$ cat src/rtl/fetch_pkg.sv
// fetch_pkg: shared fetch-stage widths, reset PC, next-PC select and HLT opcode
package fetch_pkg;
    localparam int ADDR_W_DEF = 11;
    localparam int CNT_W_DEF  = 16;
    localparam int RST_PC_DEF = 0;
    localparam logic [3:0] OP_HLT = 4'hF;
    typedef enum logic [1:0] {NPC_HOLD, NPC_INC, NPC_REDIR} npc_sel_e;
endpackage

$ cat src/rtl/sat_counter.sv
// sat_counter: saturating up-counter with synchronous clear
module sat_counter #(
    parameter int W = 16
) (
    input  logic         clk,
    input  logic         rst,
    input  logic         inc,
    input  logic         clr,
    output logic [W-1:0] cnt
);
    logic [W-1:0] r_cnt;
    assign cnt = r_cnt;
    // clear wins over increment; stick at all-ones instead of wrapping
    always_ff @(posedge clk) begin
        if (rst || clr) r_cnt <= '0;
        else if (inc && r_cnt != '1) r_cnt <= r_cnt + W'(1);
    end
endmodule

$ cat src/rtl/if_fetch_ctrl.sv
// if_fetch_ctrl: program counter, IM read control, ID alignment, halt and fetch statistics
module if_fetch_ctrl
    import fetch_pkg::*;
#(
    parameter int ADDR_W = ADDR_W_DEF,
    parameter int CNT_W  = CNT_W_DEF,
    parameter int RST_PC = RST_PC_DEF
) (
    input  logic              clk,
    input  logic              rst,
    input  logic              stall_IF,
    input  logic              redirect,
    input  logic [ADDR_W-1:0] redirect_tgt,
    input  logic              hlt_ID,
    input  logic              stats_clr,
    output logic [ADDR_W-1:0] addr,
    output logic              rd_en,
    output logic [ADDR_W-1:0] pc_ID,
    output logic              instr_vld_ID,
    output logic              halted,
    output logic [CNT_W-1:0]  fetch_cnt,
    output logic [CNT_W-1:0]  redir_cnt
);
    logic [ADDR_W-1:0] r_pc, r_pc_id;
    logic              r_vld, r_halted;
    logic [ADDR_W-1:0] w_pc_inc;
    logic              w_rd_en, w_take_hlt, w_take_redir;
    npc_sel_e          w_npc_sel;

    assign w_pc_inc     = r_pc + ADDR_W'(1);
    assign w_rd_en      = !stall_IF && !r_halted;
    assign w_take_hlt   = w_rd_en && hlt_ID && r_vld;
    assign w_take_redir = w_rd_en && redirect && r_vld && !hlt_ID;

    assign addr         = r_pc;
    assign rd_en        = w_rd_en;
    assign pc_ID        = r_pc_id;
    assign instr_vld_ID = r_vld;
    assign halted       = r_halted;

    // next-PC select: hold on stall/halt, jump on accepted redirect, else increment
    always_comb begin
        w_npc_sel = NPC_INC;
        if (!w_rd_en || w_take_hlt) w_npc_sel = NPC_HOLD;
        else if (w_take_redir) w_npc_sel = NPC_REDIR;
    end

    // PC, ID-alignment and halt state; ID side only moves when the IM actually reads
    always_ff @(posedge clk) begin
        if (rst) begin
            r_pc     <= ADDR_W'(RST_PC);
            r_pc_id  <= '0;
            r_vld    <= 1'b0;
            r_halted <= 1'b0;
        end else begin
            r_pc <= (w_npc_sel == NPC_REDIR) ? redirect_tgt :
                    (w_npc_sel == NPC_INC)   ? w_pc_inc     : r_pc;
            if (w_take_hlt) r_halted <= 1'b1;
            if (w_rd_en) begin
                r_pc_id <= w_pc_inc;
                r_vld   <= !w_take_redir;
            end else if (r_halted) begin
                r_vld <= 1'b0;
            end
        end
    end

    sat_counter #(.W(CNT_W)) u_fetch_cnt (
        .clk(clk), .rst(rst), .inc(w_rd_en && !w_take_redir), .clr(stats_clr), .cnt(fetch_cnt)
    );

    sat_counter #(.W(CNT_W)) u_redir_cnt (
        .clk(clk), .rst(rst), .inc(w_take_redir), .clr(stats_clr), .cnt(redir_cnt)
    );
endmodule

$ cat config.mk
export PLATFORM = sky130hd
export DESIGN_NAME = if_fetch_ctrl
export DESIGN_NICKNAME = d
export VERILOG_FILES = /design/src/rtl/fetch_pkg.sv /design/src/rtl/sat_counter.sv /design/src/rtl/if_fetch_ctrl.sv
export SDC_FILE = /design/constraint.sdc
export NUM_CORES = 1
export LEC_CHECK = 0
export BUFFER_PORTS_ARGS = -buffer_cell sky130_fd_sc_hd__buf_4
export CORE_MARGIN = 5
export CORE_UTILIZATION = 30
export CTS_CLUSTER_SIZE = 30
export DETAILED_ROUTE_END_ITERATION = 8
export GPL_TIMING_DRIVEN = 0
export PLACE_DENSITY = 0.47
export SLEW_MARGIN = 0
export SYNTH_ARGS = -nofsm -noshare
export SYNTH_HDL_FRONTEND = slang
export SYNTH_HIERARCHICAL = 1
export SYNTH_SLANG_ARGS = --single-unit
$ cat constraint.sdc
create_clock -name clk -period 4.6 [get_ports clk]
set_input_delay 0.92 -clock clk [delete_from_list [all_inputs] [get_ports clk]]
set_output_delay 0.92 -clock clk [all_outputs]
set_load 0.02 [all_outputs]
==> metrics.csv, run 1 <==
metric,value,unit
status,completed,
Post-DRT Antenna Nets,0,
n_diodes,0,
Critical Path End Type,output pin,
Yosys cell types,52,
post-synthesis mux area share,0,
Clock Pin Slew Worst Setup and Hold Paths,0.09,ns
Slew HR,0.549,
Synth Register Bits,56,
Worst Skew,0.00799,ns
number of global-route vias before repair,2907,
nets,437,
grt ovf,0,
die width,109,um
peak supply drop,110,uV
final worst-path cycle share,0.622,
# DRC,0,
fill count,1046,
share of cells above drive strength 1,0.271,
area of the multi-input gates,1720,um^2
top sig layer,met4,
"Cell Area, Synth",2970,um^2
via count,2855,
Routed WL,8420,um
critical path startpoint category,input port,
port bufs,72,
Peak Freq,0.349,GHz
final setup fails,0,
CTS Hold Bufs,0,
Ports,74,
Post-synth ARST share,0,
worst-path fanout max,10,
largest family of logic cells by synthesized area,simple AND/OR/NAND/NOR gates,
Min-Delay Path Class,register to register,
Post-synth top flop,dfxtp_1,
actual slew at the worst max-slew pin,0.671,ns
Synth warnings,6,
first-pass GRT wire length,14500,um
total core area,9730,um^2
clk root buf,clkbuf_8,
met1 wire length,4130,um
RePlAce Congestion,0.770,
Crit path required time,3.68,ns
router iterations before antenna repair,4,
storage element area,1120,um^2
die height,109,um
worst skew pair latency,0.30,ns
max-cap check violation count,0,
critical path's slowest cell,buf_2,
Pleak,1.50,nW
compound-gate portion of the synthesized area,0.249,
htree depth,2,
"commonest non-fill, non-tap cell in the layout",buf_4,
Total GRT Usage,0.148,
setup repair after global routing missed its margin,false,
register area share after synthesis,0.378,
Detailed Route Iter0 Violations,95,
row count,36,
HPWL Detailed,6340,um
most frequent cells in the layout,"72 x buf_4, 56 x dfxtp_1, 33 x a21oi_1",
Area growth syn-to-layout,26.4,%
Vias/cell,5.19,
Post-synth EDFFs,0,
maximum buffer depth of the clock tree,2,
Final Core Density,0.386,
Die ar.,12000,um^2
Worst EP arrival,1.94,ns
final hold vios,0,
CTS tree,yes,
post-synthesis simple-gate area fraction,0.278,
power per cell area,243,nW/um^2
syn nets,358,
largest net degree at the start of global routing,16,
CP cell instances,"buf_4, or2_1, buf_2, inv_2, buf_2, buf_4",
kind of critical path,input port to output pin,
XOR/XNOR share of the synthesized area,0.0413,
crit-path max cell delay,0.23,ns
initial core utilization,0.305,
Post-CTS Resized,0,
Post-Syn Instances,338,
clock sinks,56,
Tmin final,2.86,ns
Synth Area per Inst,8.78,um^2
R2R Setup Slk,2.07,ns
drt wl/cell,15.3,um
fin. max-slew vios,0,
Setup Buffers After CTS,0,
CTS Buf Count,5,
met3 wire len,367,um
WL met2,3880,um
Synth Area in Adders,0.0126,
final setup TNS,0,ns
initial antenna violation count,0,
[registers in the layout (all words and copies together) (netlist names)]
name / flops
u_fetch_cnt/cnt: 16
u_redir_cnt/cnt: 16
addr: 11
pc_ID: 11
halted: 1
instr_vld_ID: 1
[synthesized netlist by cell type, types with 2 or more instances]
| cell | n | area share |
|---|---|---|
| nand2b_1 | 3 | 0.0063 |
| a21oi_2 | 2 | 0.0059 |
| a21oi_1 | 33 | 0.056 |
| buf_2 | 4 | 0.0067 |
| or4_4 | 2 | 0.0076 |
| o31ai_1 | 7 | 0.018 |
| inv_1 | 8 | 0.010 |
| xor2_1 | 7 | 0.021 |
| xnor2_1 | 7 | 0.021 |
| a21o_2 | 4 | 0.012 |
| a41o_1 | 8 | 0.027 |
| and3_4 | 2 | 0.0076 |
| nand4_4 | 2 | 0.014 |
| o211a_1 | 2 | 0.0067 |
| clkbuf_2 | 2 | 0.0034 |
| nand4_1 | 14 | 0.029 |
| nand3b_1 | 2 | 0.0051 |
| and3_1 | 3 | 0.0063 |
| nand2_1 | 19 | 0.024 |
| o21ai_0 | 16 | 0.027 |
| clkbuf_1 | 8 | 0.010 |
| dfxtp_1 | 56 | 0.38 |
| and2_1 | 4 | 0.0084 |
| a311oi_1 | 2 | 0.0059 |
| a211oi_1 | 11 | 0.028 |
| a31oi_1 | 7 | 0.015 |
| and4_1 | 9 | 0.027 |
| nor4_2 | 2 | 0.0084 |
| buf_6 | 2 | 0.0076 |
| or3_1 | 10 | 0.021 |
| or4_1 | 6 | 0.015 |
| nor2_1 | 28 | 0.035 |
| o41ai_2 | 2 | 0.011 |
| ha_1 | 3 | 0.013 |
| nand4_2 | 2 | 0.0084 |
| nor3_1 | 7 | 0.012 |
| a221o_1 | 3 | 0.010 |
| or2_2 | 2 | 0.0042 |
| nand3_1 | 14 | 0.024 |
[kinds of logic (layout without fill, tap and decap cells)]
logic type,count (synthesis),after routing
compound gates,105,105
xor+xnor,14,14
fa+ha+maj,3,3
buf+inv,26,105
flops,56,56
simple gates,134,134
[worst max-delay path, delay by kind of cell]
kind / cells / cell delay (ns)
buffers and inverters: 5 / 0.82
AND/OR/NAND/NOR: 1 / 0.19
[report_power, final]
part / internal [W] / total, W / switching [W]
Combinational: 0.0000580 / 0.000139 / 0.0000811
Clock: 0.000104 / 0.000259 / 0.000155
Sequential: 0.000500 / 0.000516 / 0.0000159
Total: 0.000662 / 0.000914 / 0.000252
[worst paths after layout]
kind | from | endpoint | cells past startpoint
worst min-delay path | pc_ID[1] | pc_ID[1] | 2
worst min register to register | pc_ID[1] | pc_ID[1] | 2
worst max-delay path | stall_IF | rd_en | 6
worst max register to register | instr_vld_ID | u_fetch_cnt/cnt[10] | 9
[stage by stage]
stage / cells / hold WS (ns) / power (W) / cell area (um^2) / setup WS, ns
6_report: 550 / 0.479 / 0.000914 / 3750 / 1.74
5_1_grt: 550 / 0.524 / 0.000963 / 3750 / 1.66
4_1_cts: 550 / 0.478 / 0.000930 / 3750 / 1.72
3_5_place_dp: 543 / 0.455 / 0.000667 / 3680 / 1.57
3_3_place_gp: 543 / 0.450 / 0.000667 / 3680 / 1.55
2_1_floorplan: 338 / 0.534 / 0.000607 / 2970 / 1.92
[metal layers]
layer	vias up	global-route usage
met3	5	0.0252
li1	1454	-
met1	1344	0.210
met4	0	0.0249
met2	52	0.237
met5	-	0
[cell type report]
type                            instances  area share
Clock buffer                            6      0.0193
Multi-Input combinational cell        256       0.459
Sequential cell                        56       0.299
Timing Repair Buffer                   72       0.144
Buffer                                 16      0.0220
Inverter                               10      0.0113
Tap cell                              133      0.0443
Clock inverter                          1     0.00133
(Power assumes the default switching activity.)
==> inputs of run 2 (changes only) <==
Settings changed: ABC_AREA from default to 1.
Clock period 4.6 ns to 2.77 ns, I/O delays scaled along.
==> run 2 against run 1 <==
Against the previous run:
- critical path depth rose by 4
- critical path type is now register to register
- sequential power is 68% higher
- total power up 75%
- core utilization hardly changed
- clock-buffer cell count grew 2
- via count rose by 12%
- clock skew barely moved
- clock power grew 85%
- global-route usage decreased by 0.58 points
- worst hold slack worse by 0.0028 ns
- sequential share of layout area shrank 1.6 points
- highest routed layer unchanged
- largest cell class unchanged
==> metrics.csv, run 2 <==
metric,value,unit,change
status,completed,,
router iterations before antenna repair,4,,unchanged
HPWL Detailed,6960,um,+9.8%
port bufs,73,,+1.4%
Synth top area share,0.355,,-0.0226
max-cap check violation count,0,,unchanged
XOR/XNOR share of the synthesized area,0.0111,,-0.0302
Post-CTS Resized,0,,unchanged
Detailed Route Iter0 Violations,131,,+38%
setup repair after global routing missed its margin,false,,
RePlAce Congestion,0.888,,+15%
nets,579,,+32%
CTS Buf Count,5,,unchanged
storage element area,1120,um^2,unchanged
Worst Skew,0.00756,ns,-0.000432 ns
kind of critical path,register to register,,
CTS Hold Bufs,0,,unchanged
CP cell instances,"nor2_4, buf_2, nand2_1, inv_1, inv_2, nor2_2, nand2_1, nor2_1, o21ai_0, a21oi_1",,
fin. max-slew vios,0,,unchanged
Total GRT Usage,0.142,,-0.00581
"commonest non-fill, non-tap cell in the layout",nand2_1,,
# DRC,0,,unchanged
compound-gate portion of the synthesized area,0.120,,-0.128
critical path startpoint category,register,,
Die ar.,12700,um^2,+5.8%
"top cells by area, synth","dfxtp_1 35%, nand2_1 14%, nor2_1 10%, nand3_1 7.0%, a21oi_1 6.0%",,
Worst path top cell family by delay,simple AND/OR/NAND/NOR gates,,
Clock Power Share,0.300,,+0.017
clk root buf,clkbuf_8,,
total core area,10300,um^2,+5.6%
sequential cell fraction of total power,0.542,,-0.022
post-route design area,3970,um^2,+5.7%
post-synthesis simple-gate area fraction,0.412,,+0.134
Vias/cell,4.59,,-12%
R2R Setup Slk,0.84,ns,-1.23 ns
power per cell area,404,nW/um^2,+66%
critical path's slowest cell,dfxtp_1,,
DP Area,3880,um^2,+5.4%
Internal,0.00115,W,+73%
Pleak,1.70,nW,+13%
Critical Path End Type,register,,
Tmin final,1.93,ns,
combinational share of power,0.158,,+0.006
syn nets,499,,+39%
htree depth,2,,unchanged
register area share after synthesis,0.355,,-0.0226
most common cell in the netlist,nand2_1,,
peak supply drop,202,uV,+84%
Routed WL,9010,um,+7.0%
grt ovf,0,,unchanged
Post-DRT Antenna Nets,0,,unchanged
final setup fails,0,,unchanged
actual slew at the worst max-slew pin,0.459,ns,-0.212 ns
final worst-path cycle share,0.696,,
final hold vios,0,,unchanged
worst skew pair latency,0.30,ns,about the same
first-pass GRT wire length,14800,um,+2.3%
Clock Pin Slew Worst Setup and Hold Paths,0.11,ns,+0.02 ns
Peak Freq,0.519,GHz,
via count,3195,,+12%
most frequent cells in the layout,"117 x nand2_1, 85 x nor2_1, 75 x buf_4",,
Post-synth top flop,dfxtp_1,,
initial antenna violation count,0,,unchanged
Ports,74,,unchanged
n_diodes,0,,unchanged
Post-Syn Instances,479,,+42%
initial core utilization,0.307,,+0.00211
fill count,1155,,+10%
die width,113,um,+2.8%
Crit path required time,3.01,ns,-0.67 ns
worst-path fanout max,10,,unchanged
"area leader, netlist",dfxtp_1,,
Synth warnings,6,,unchanged
"Cell Area, Synth",3160,um^2,+6.4%
final setup TNS,0,ns,unchanged
largest family of logic cells by synthesized area,simple AND/OR/NAND/NOR gates,,
post-synthesis mux area share,0,,unchanged
Synth Area in Adders,0.0119,,-0.000756
Synth Register Bits,56,,unchanged
CP most frequent cell,nand2_1,,
Synth Area per Inst,6.59,um^2,-25%
switching share of power,0.285,,+0.00945
Slew HR,0.693,,+0.144
number of global-route vias before repair,3021,,+3.9%
Area growth syn-to-layout,25.6,%,
drt wl/cell,12.9,um,-15%
Setup Buffers After CTS,0,,unchanged
clock sinks,56,,unchanged
share of cells above drive strength 1,0.225,,-0.0460
Post-synth ARST share,0,,unchanged
row count,37,,+2.8%
Yosys cell types,32,,-38%
Post-synth EDFFs,0,,unchanged
Min-Delay Path Class,register to register,,
maximum buffer depth of the clock tree,2,,unchanged
CTS tree,yes,,
Worst EP arrival,2.17,ns,+0.23 ns
sw power,0.000457,W,+81%
synth cell count leaders,"117 x nand2_1, 85 x nor2_1, 56 x dfxtp_1",,
CP Buf/Inv Count,3,,-2
die height,113,um,+2.8%
crit-path max cell delay,0.37,ns,+0.14 ns
area of the multi-input gates,1750,um^2,+1.8%
largest net degree at the start of global routing,16,,unchanged
[run 2: cell count changes in the layout (fill, tap and decap cells not counted), moves of 8 or more]
cell	change
nand2_1	+98
nor2_1	+57
inv_1	+37
nand3_1	+30
a211oi_1	-11
nor2_4	+10
or3_1	-10
and4_1	-9
a41o_1	-8
nand4_1	-8
nor2_2	+8
[run 2: per-stage QoR]
step	hold slack, ns	setup WS (ns)	total power [W]	utilization	instances
after floorplan	0.536	0.963	0.00103	-	479
after global placement	0.457	0.558	0.00114	0.377	688
after detailed placement	0.459	0.537	0.00114	0.377	688
after CTS	0.474	0.829	0.00163	0.386	696
after global routing	0.515	0.637	0.00170	0.386	696
final	0.476	0.842	0.00160	0.386	696
[run 2: layout make-up]
cell class | count | area share
Buffer | 11 | 0.0230
Clock buffer | 8 | 0.0227
Inverter | 51 | 0.0483
Multi-Input combinational cell | 361 | 0.442
Sequential cell | 56 | 0.283
Tap cell | 136 | 0.0429
Timing Repair Buffer | 73 | 0.138
[run 2: per-layer routing]
metal	vias up	global-route usage	wire length, um
met2	66	0.235	4180
met5	-	0	0
met1	1441	0.188	4320
li1	1686	-	-
met3	2	0.0329	470
met4	0	0.0288	37
[run 2: path summary, 6_finish.rpt]
kind | start | to | cells past startpoint
max reg2reg | halted | u_fetch_cnt/cnt[12] | 10
min | pc_ID[1] | pc_ID[1] | 2
min reg2reg | pc_ID[1] | pc_ID[1] | 2
max | halted | u_fetch_cnt/cnt[12] | 10
[run 2: cells by family (layout without fill, tap and decap cells)]
logic type,count (synthesis),count (layout)
buf+inv,62,143
xor+xnor,4,4
simple gates,284,284
fa+ha+maj,3,3
compound gates,70,70
flops,56,56
[run 2: power by group through the flow]
stage / Sequential [W] / Clock [W] / Combinational, W
floorplan: 0.000917 / 0 / 0.000117
global placement: 0.000888 / 0 / 0.000256
detailed placement: 0.000887 / 0 / 0.000258
CTS: 0.000870 / 0.000504 / 0.000259
global route: 0.000875 / 0.000542 / 0.000283
finish: 0.000869 / 0.000480 / 0.000253
[run 2: worst min-delay path: stages (launching register included)]
cell and delay [ns]:
dfxtp_1 0.33, nand2_1 0.06, a21oi_1 0.05
